$ cat src/rtl/mdu_ctrl.sv
`default_nettype none
// ============================================================================
//  Module   : mdu_ctrl
//  Purpose  : Iterative multiply/divide unit with architectural HI/LO.
//             MULT uses a radix-2 shift-add, DIV a radix-2 restoring divide.
//             Each takes 32 RUN cycles plus one PREP cycle and one FIX cycle.
//             MTHI/MTLO write HI/LO directly and never make the unit busy.
//  Ports    : clk, rst           - clock, synchronous active-high reset
//             start, op          - request; op 00 MULT, 01 DIV, 10 MTHI, 11 MTLO
//             op_signed          - signed MULT/DIV operands
//             src_a, src_b       - operands / MTHI-MTLO data
//             flush              - abort an in-flight MULT/DIV
//             busy, done         - operation in progress / one-cycle completion
//             stall_req          - pipeline stall request (combinational)
//             div_by_zero        - pulse alongside done for a zero divisor
//             hi, lo             - architectural HI/LO registers
//  Config   : MDU_SIGNED_EN defined   -> op_signed is honoured.
//             MDU_SIGNED_EN undefined -> all operations unsigned, FIX passes
//                                        results through unchanged.
//  Revision : 1.0 - initial release
// ============================================================================
module mdu_ctrl (
   input  logic        clk,
   input  logic        rst,
   input  logic        start,
   input  logic [1:0]  op,
   input  logic        op_signed,
   input  logic [31:0] src_a,
   input  logic [31:0] src_b,
   input  logic        flush,
   output logic        busy,
   output logic        done,
   output logic        stall_req,
   output logic        div_by_zero,
   output logic [31:0] hi,
   output logic [31:0] lo
);

   localparam logic [1:0] C_OP_MTHI = 2'b10;
   localparam logic [1:0] C_OP_MTLO = 2'b11;
   localparam logic [4:0] C_LAST_ITER = 5'd31;

   typedef enum logic [2:0] {
      S_IDLE = 3'd0,
      S_PREP = 3'd1,
      S_RUN  = 3'd2,
      S_FIX  = 3'd3,
      S_DONE = 3'd4
   } state_t;

   state_t      state_q, state_d;
   logic [31:0] a_q, a_d;          // multiplicand / dividend (magnitude after PREP)
   logic [31:0] b_q, b_d;          // multiplier / divisor   (magnitude after PREP)
   logic [63:0] acc_q, acc_d;      // MULT: {partial hi, multiplier}; DIV: {rem, quotient}
   logic [4:0]  cnt_q, cnt_d;
   logic        is_div_q, is_div_d;
   logic        sgn_q, sgn_d;
   logic        neg_res_q, neg_res_d;  // negate product / quotient
   logic        neg_rem_q, neg_rem_d;  // negate remainder
   logic        busy_q, busy_d;
   logic        done_q, done_d;
   logic        dbz_q, dbz_d;
   logic [31:0] hi_q, hi_d;
   logic [31:0] lo_q, lo_d;

   logic        w_op_signed;
   logic        w_accept;
   logic        w_a_neg, w_b_neg;
   logic [31:0] w_a_mag, w_b_mag;
   logic [32:0] w_mul_sum;
   logic [63:0] w_mul_next;
   logic        w_div_ge;
   logic [31:0] w_div_diff;
   logic [63:0] w_div_next;
   logic [63:0] w_prod_fix;
   logic [31:0] w_quot_fix;
   logic [31:0] w_rem_fix;

`ifdef MDU_SIGNED_EN
   assign w_op_signed = op_signed;
`else
   // Signed support is compiled out; the input is deliberately left unused.
   logic w_unused_op_signed;
   assign w_unused_op_signed = op_signed;
   assign w_op_signed        = 1'b0;
`endif

   // Requests are only taken when no MULT/DIV is in flight.
   assign w_accept  = start & ((state_q == S_IDLE) | (state_q == S_DONE));
   assign stall_req = busy_q | (w_accept & ~op[1]);

   // Operand magnitudes; sgn_q is zero in the unsigned build so these pass through.
   assign w_a_neg = sgn_q & a_q[31];
   assign w_b_neg = sgn_q & b_q[31];
   assign w_a_mag = w_a_neg ? (~a_q + 32'd1) : a_q;
   assign w_b_mag = w_b_neg ? (~b_q + 32'd1) : b_q;

   // Shift-add step: add multiplicand into the upper half when the current
   // multiplier bit is set, then shift the whole 65-bit result right by one.
   assign w_mul_sum  = acc_q[0] ? ({1'b0, acc_q[63:32]} + {1'b0, a_q})
                                : {1'b0, acc_q[63:32]};
   assign w_mul_next = {w_mul_sum, acc_q[31:1]};

   // Restoring step: the shifted partial remainder is acc_q[63:31] (33 bits).
   // When it is >= divisor the true difference fits in 32 bits.
   assign w_div_ge   = acc_q[63:31] >= {1'b0, b_q};
   assign w_div_diff = acc_q[62:31] - b_q;
   assign w_div_next = {(w_div_ge ? w_div_diff : acc_q[62:31]), acc_q[30:0], w_div_ge};

   // Sign correction applied on the FIX -> DONE transition.
   assign w_prod_fix = neg_res_q ? (~acc_q + 64'd1)          : acc_q;
   assign w_quot_fix = neg_res_q ? (~acc_q[31:0] + 32'd1)    : acc_q[31:0];
   assign w_rem_fix  = neg_rem_q ? (~acc_q[63:32] + 32'd1)   : acc_q[63:32];

   always_comb begin
      state_d   = state_q;
      a_d       = a_q;
      b_d       = b_q;
      acc_d     = acc_q;
      cnt_d     = cnt_q;
      is_div_d  = is_div_q;
      sgn_d     = sgn_q;
      neg_res_d = neg_res_q;
      neg_rem_d = neg_rem_q;
      done_d    = 1'b0;
      dbz_d     = 1'b0;
      hi_d      = hi_q;
      lo_d      = lo_q;

      case (state_q)
         S_IDLE, S_DONE: begin
            state_d = S_IDLE;
            if (w_accept) begin
               if (op == C_OP_MTHI) begin
                  hi_d = src_a;
               end else if (op == C_OP_MTLO) begin
                  lo_d = src_a;
               end else begin
                  a_d      = src_a;
                  b_d      = src_b;
                  is_div_d = op[0];
                  sgn_d    = w_op_signed;
                  state_d  = S_PREP;
               end
            end
         end

         S_PREP: begin
            if (flush) begin
               state_d = S_IDLE;
            end else if (is_div_q && (b_q == 32'd0)) begin
               // Zero divisor: finish immediately, HI/LO untouched.
               state_d = S_DONE;
               done_d  = 1'b1;
               dbz_d   = 1'b1;
            end else begin
               a_d       = w_a_mag;
               b_d       = w_b_mag;
               neg_res_d = w_a_neg ^ w_b_neg;
               neg_rem_d = is_div_q & w_a_neg;
               acc_d     = {32'd0, (is_div_q ? w_a_mag : w_b_mag)};
               cnt_d     = 5'd0;
               state_d   = S_RUN;
            end
         end

         S_RUN: begin
            if (flush) begin
               state_d = S_IDLE;
            end else begin
               acc_d = is_div_q ? w_div_next : w_mul_next;
               cnt_d = cnt_q + 5'd1;
               if (cnt_q == C_LAST_ITER) begin
                  state_d = S_FIX;
               end
            end
         end

         S_FIX: begin
            if (flush) begin
               state_d = S_IDLE;
            end else begin
               state_d = S_DONE;
               done_d  = 1'b1;
               if (is_div_q) begin
                  lo_d = w_quot_fix;
                  hi_d = w_rem_fix;
               end else begin
                  hi_d = w_prod_fix[63:32];
                  lo_d = w_prod_fix[31:0];
               end
            end
         end

         default: begin
            state_d = S_IDLE;
         end
      endcase

      busy_d = (state_d == S_PREP) || (state_d == S_RUN) || (state_d == S_FIX);
   end

   always_ff @(posedge clk) begin
      if (rst) begin
         state_q   <= S_IDLE;
         a_q       <= 32'd0;
         b_q       <= 32'd0;
         acc_q     <= 64'd0;
         cnt_q     <= 5'd0;
         is_div_q  <= 1'b0;
         sgn_q     <= 1'b0;
         neg_res_q <= 1'b0;
         neg_rem_q <= 1'b0;
         busy_q    <= 1'b0;
         done_q    <= 1'b0;
         dbz_q     <= 1'b0;
         hi_q      <= 32'd0;
         lo_q      <= 32'd0;
      end else begin
         state_q   <= state_d;
         a_q       <= a_d;
         b_q       <= b_d;
         acc_q     <= acc_d;
         cnt_q     <= cnt_d;
         is_div_q  <= is_div_d;
         sgn_q     <= sgn_d;
         neg_res_q <= neg_res_d;
         neg_rem_q <= neg_rem_d;
         busy_q    <= busy_d;
         done_q    <= done_d;
         dbz_q     <= dbz_d;
         hi_q      <= hi_d;
         lo_q      <= lo_d;
      end
   end

   assign busy        = busy_q;
   assign done        = done_q;
   assign div_by_zero = dbz_q;
   assign hi          = hi_q;
   assign lo          = lo_q;

endmodule
`default_nettype wire

$ cat config.mk
export PLATFORM = sky130hd
export DESIGN_NAME = mdu_ctrl
export DESIGN_NICKNAME = d
export VERILOG_FILES = /design/src/rtl/mdu_ctrl.sv
export SDC_FILE = /design/constraint.sdc
export NUM_CORES = 1
export LEC_CHECK = 0
export ABC_AREA = 1
export CAP_MARGIN = 40
export CORE_MARGIN = 3
export CORE_UTILIZATION = 34
export CTS_CLUSTER_DIAMETER = 50
export CTS_CLUSTER_SIZE = 12
export DETAILED_ROUTE_END_ITERATION = 6
export PLACE_DENSITY = 0.6
export RECOVER_POWER = 50
export SYNTH_ARGS = -nofsm -noshare
export SYNTH_HDL_FRONTEND = slang
export SYNTH_SLANG_ARGS = --single-unit
$ cat constraint.sdc
create_clock -name clk -period 6.5 [get_ports clk]
set_input_delay 1.625 -clock clk [delete_from_list [all_inputs] [get_ports clk]]
set_output_delay 1.625 -clock clk [all_outputs]
set_load 0.005 [all_outputs]
==> results.sh <==
export IMPL_status="complete, but fails checks"
export IMPL_violations="max-capacitance violations, max-slew violations"
export IMPL_coreArea_mm2=0.0414
export IMPL_fin_skew_ps=26.9
export IMPL_cp_end_kind="flop"
export IMPL_synthXorXnorAreaFrac_pct=0.607
export IMPL_die_w_um=212
export IMPL_fmax_ghz=0.185
export IMPL_htree_levels=1
export IMPL_synth_top_family_by_area="simple AND/OR/NAND/NOR gates"
export IMPL_worstPathCellList="dlygate4sd3_1, clkbuf_1, inv_4, clkbuf_2, o21ai_0, a21oi_1"
export IMPL_synth_simple_gate_area_share_pct=32.4
export IMPL_antenna_found_initial=0
export IMPL_hold_buffers=0
export IMPL_ant_nets=0
export IMPL_post_route_period_util_pct=83.0
export IMPL_min_delay_worst_endpoint="cnt_q[0]"
export IMPL_syn2layout_area_growth_pct=17.6
export IMPL_ys_types=42
export IMPL_p_per_area_mw_per_mm2=199
export IMPL_gr_total_overflow=0
export IMPL_drive_gt1_share_pct=4.84
export IMPL_crit_arrival_ps=5800
export IMPL_drt_pass1_iter_count=6
export IMPL_syn_avg_cell_area_um2=6.11
export IMPL_ys_warn_count=0
export IMPL_slew_headroom_pct=-71.0
export IMPL_ff2ff_path_depth=14
export IMPL_cts_max_path_buffers=3
export IMPL_dr_wl_met3_um=3520
export IMPL_hpwl_um=41200
export IMPL_dp_slack_ps=1620
export IMPL_power_total_w=0.00338
export IMPL_vias=15600
export IMPL_nNetsFinal=2565
export IMPL_start_util_pct=34.8
export IMPL_first_iter_violations=1426
export IMPL_tns_ps=0
export IMPL_dieHeight_um=212
export IMPL_irDropWorstVdd_v=0.000178
export IMPL_topRoutingLayerUsed="met4"
export IMPL_portBuffers=137
export IMPL_cap_violations=3
export IMPL_fp_row_count=74
export IMPL_critPathBufInv=4
export IMPL_crit_fanout=101
export IMPL_synth_seq_cells=204
export IMPL_finalWorstSetupSlack_ps=1110
export IMPL_critPathSlowestCell="clkbuf_1"
export IMPL_clk_latency_ps=560
export IMPL_vias_per_cell=5.25
export IMPL_path_clk_slew_ps=60
export IMPL_layout_common_cells="677 x nand2_1, 312 x inv_1, 203 x dfxtp_1"
export IMPL_synth_edf_count=0
export IMPL_hold_path_startpoint="cnt_q[0]"
export IMPL_hold_depth=1
export IMPL_m1WireLength_um=25900
export IMPL_remaining_drc_errors=0
export IMPL_cts_tree="done"
export IMPL_hp_class="flop to flop"
export IMPL_r2r_start="acc_q[58]"
export IMPL_syn_nets=2498
export IMPL_wire_per_inst_um=17.8
export IMPL_routed_wl_um=53000
export IMPL_timing_rr_end="acc_q[47]"
export IMPL_utilization_pct=41.0
export IMPL_grt_pass1_wl_um=82700
export IMPL_setup_violations=0
export IMPL_synth_compound_area_share_pct=20.8
export IMPL_reg2reg_slack_ps=2980
export IMPL_critPathMaxStageDelay_ps=1800
export IMPL_syn_instance_count=2359
export IMPL_place_congestion=0.938
export IMPL_post_cts_buffers=0
export IMPL_wl_met2_um=22400
export IMPL_io_pins=139
export IMPL_grt_max_degree=102
export IMPL_syn_area_mm2=0.0144
export IMPL_numCtsBuffers=25
export IMPL_clock_root_buffer="clkbuf_16"
export IMPL_ys_seq_area_share_pct=28.3
export IMPL_antennaDiodeCount=0
export IMPL_cp_required_ps=6910
export IMPL_worstMarginPinSlew_ps=2560
export IMPL_synthAdderAreaFrac_pct=6.00
export IMPL_clkSinkCount=204
export IMPL_min_period_ps=5390
export IMPL_final_common_cell="nand2_1"
export IMPL_die_area_mm2=0.0449
export IMPL_cp_top_family="buffers and inverters"
export IMPL_critical_path_class="primary input to flop"
export IMPL_rsz0062_at_grt="false"
export IMPL_grt_usage_pct=23.1
export IMPL_hold_violations=0
export IMPL_synth_main_ff_cell="dfxtp_1"
export IMPL_power_leakage_nw=7.98
export IMPL_drv_slew=199
export IMPL_grt_pass1_vias=14900
export IMPL_async_reset_ff_share_pct=0
export IMPL_synthMuxAreaShare_pct=0.0694
export IMPL_ctsResizeCount=0
export IMPL_cp_start_kind="primary input"
## cells in the mapped netlist, drive strengths merged, types with 4 or more instances
| library cell | instances | area [um^2] |
|---|---|---|
| a21oi | 178 | 910 |
| nand4 | 38 | 238 |
| ha | 66 | 826 |
| dfxtp | 204 | 4080 |
| and2 | 4 | 25.0 |
| nand3b | 16 | 120 |
| inv | 322 | 1210 |
| nand2 | 690 | 2630 |
| or2 | 10 | 62.6 |
| nor2 | 177 | 692 |
| buf | 23 | 145 |
| nand3 | 150 | 771 |
| xor2 | 5 | 43.8 |
| nor3 | 18 | 110 |
| clkbuf | 94 | 353 |
| a31oi | 96 | 601 |
| o211ai | 65 | 503 |
| o21ai | 182 | 911 |
| xnor2 | 5 | 43.8 |
## kinds of logic (layout without fill, tap and decap cells)
family	Yosys count	count (layout)
AND/OR/NAND/NOR	1106	1106
AO/OA/AOI/OAI	531	531
XOR/XNOR	10	10
flip-flops	204	204
adder cells (fa/ha/maj)	68	68
buffers and inverters	439	520
multiplexers	1	1
## power breakdown
group / switching (W) / internal [W] / total (W)
Sequential: 0.0000456 / 0.00132 / 0.00136
Combinational: 0.000418 / 0.000232 / 0.000649
Clock: 0.000582 / 0.000791 / 0.00137
## layer usage
layer | global-route usage, % | up-vias
met5 | 0 | -
met4 | 5.98 | 0
met1 | 33.7 | 7147
met2 | 35.7 | 500
met3 | 3.07 | 69
li1 | - | 7896
## worst reg2reg max path, stage by stage (launching register included)
cell and delay [ps]:
dfxtp_1 590, ha_1 390, nand2_1 140, inv_1 50, nand2_1 70, nand2_1 50, a21oi_1 230, nand2_2 100
nor2_4 370, nand2_4 390, nor2_1 430, buf_4 260, nand2_1 70, nand3_1 80, a21oi_1 60
## worst max-delay path by stage
stage	start	to	slack, ps	depth (start not counted)
4_1_cts	start	stall_req	1610	5
3_3_place_gp	start	stall_req	1610	5
3_5_place_dp	start	stall_req	1620	5
5_1_grt	rst	hi[31]	840	6
2_1_floorplan	start	stall_req	2690	3
6_report	rst	b_q[24]	1110	6
## final cells by class
cell class	instances	area (um^2)
Timing Repair Buffer	157	1540
Sequential cell	204	4090
Clock inverter	10	101
Tap cell	532	666
Fill cell	4460	24400
Clock buffer	31	688
Multi-Input combinational cell	1716	8670
Inverter	322	1210
## stage by stage
step	hold slack, ps	area (um^2)	std cells
2_1_floorplan	446	14400	2359
3_3_place_gp	465	16100	2927
3_5_place_dp	478	16200	2931
4_1_cts	486	17000	2972
5_1_grt	515	17000	2972
6_report	481	17000	2972
## registers in the layout, indices dropped and copies added (netlist names)
name and flops:
acc_q 64, is_div_q 1, a_q 32, done 1, b_q 32, div_by_zero 1, state_q 3, busy 1
hi 32, lo 32, cnt_q 5
No activity file was read; power rests on OpenSTA's default activity.
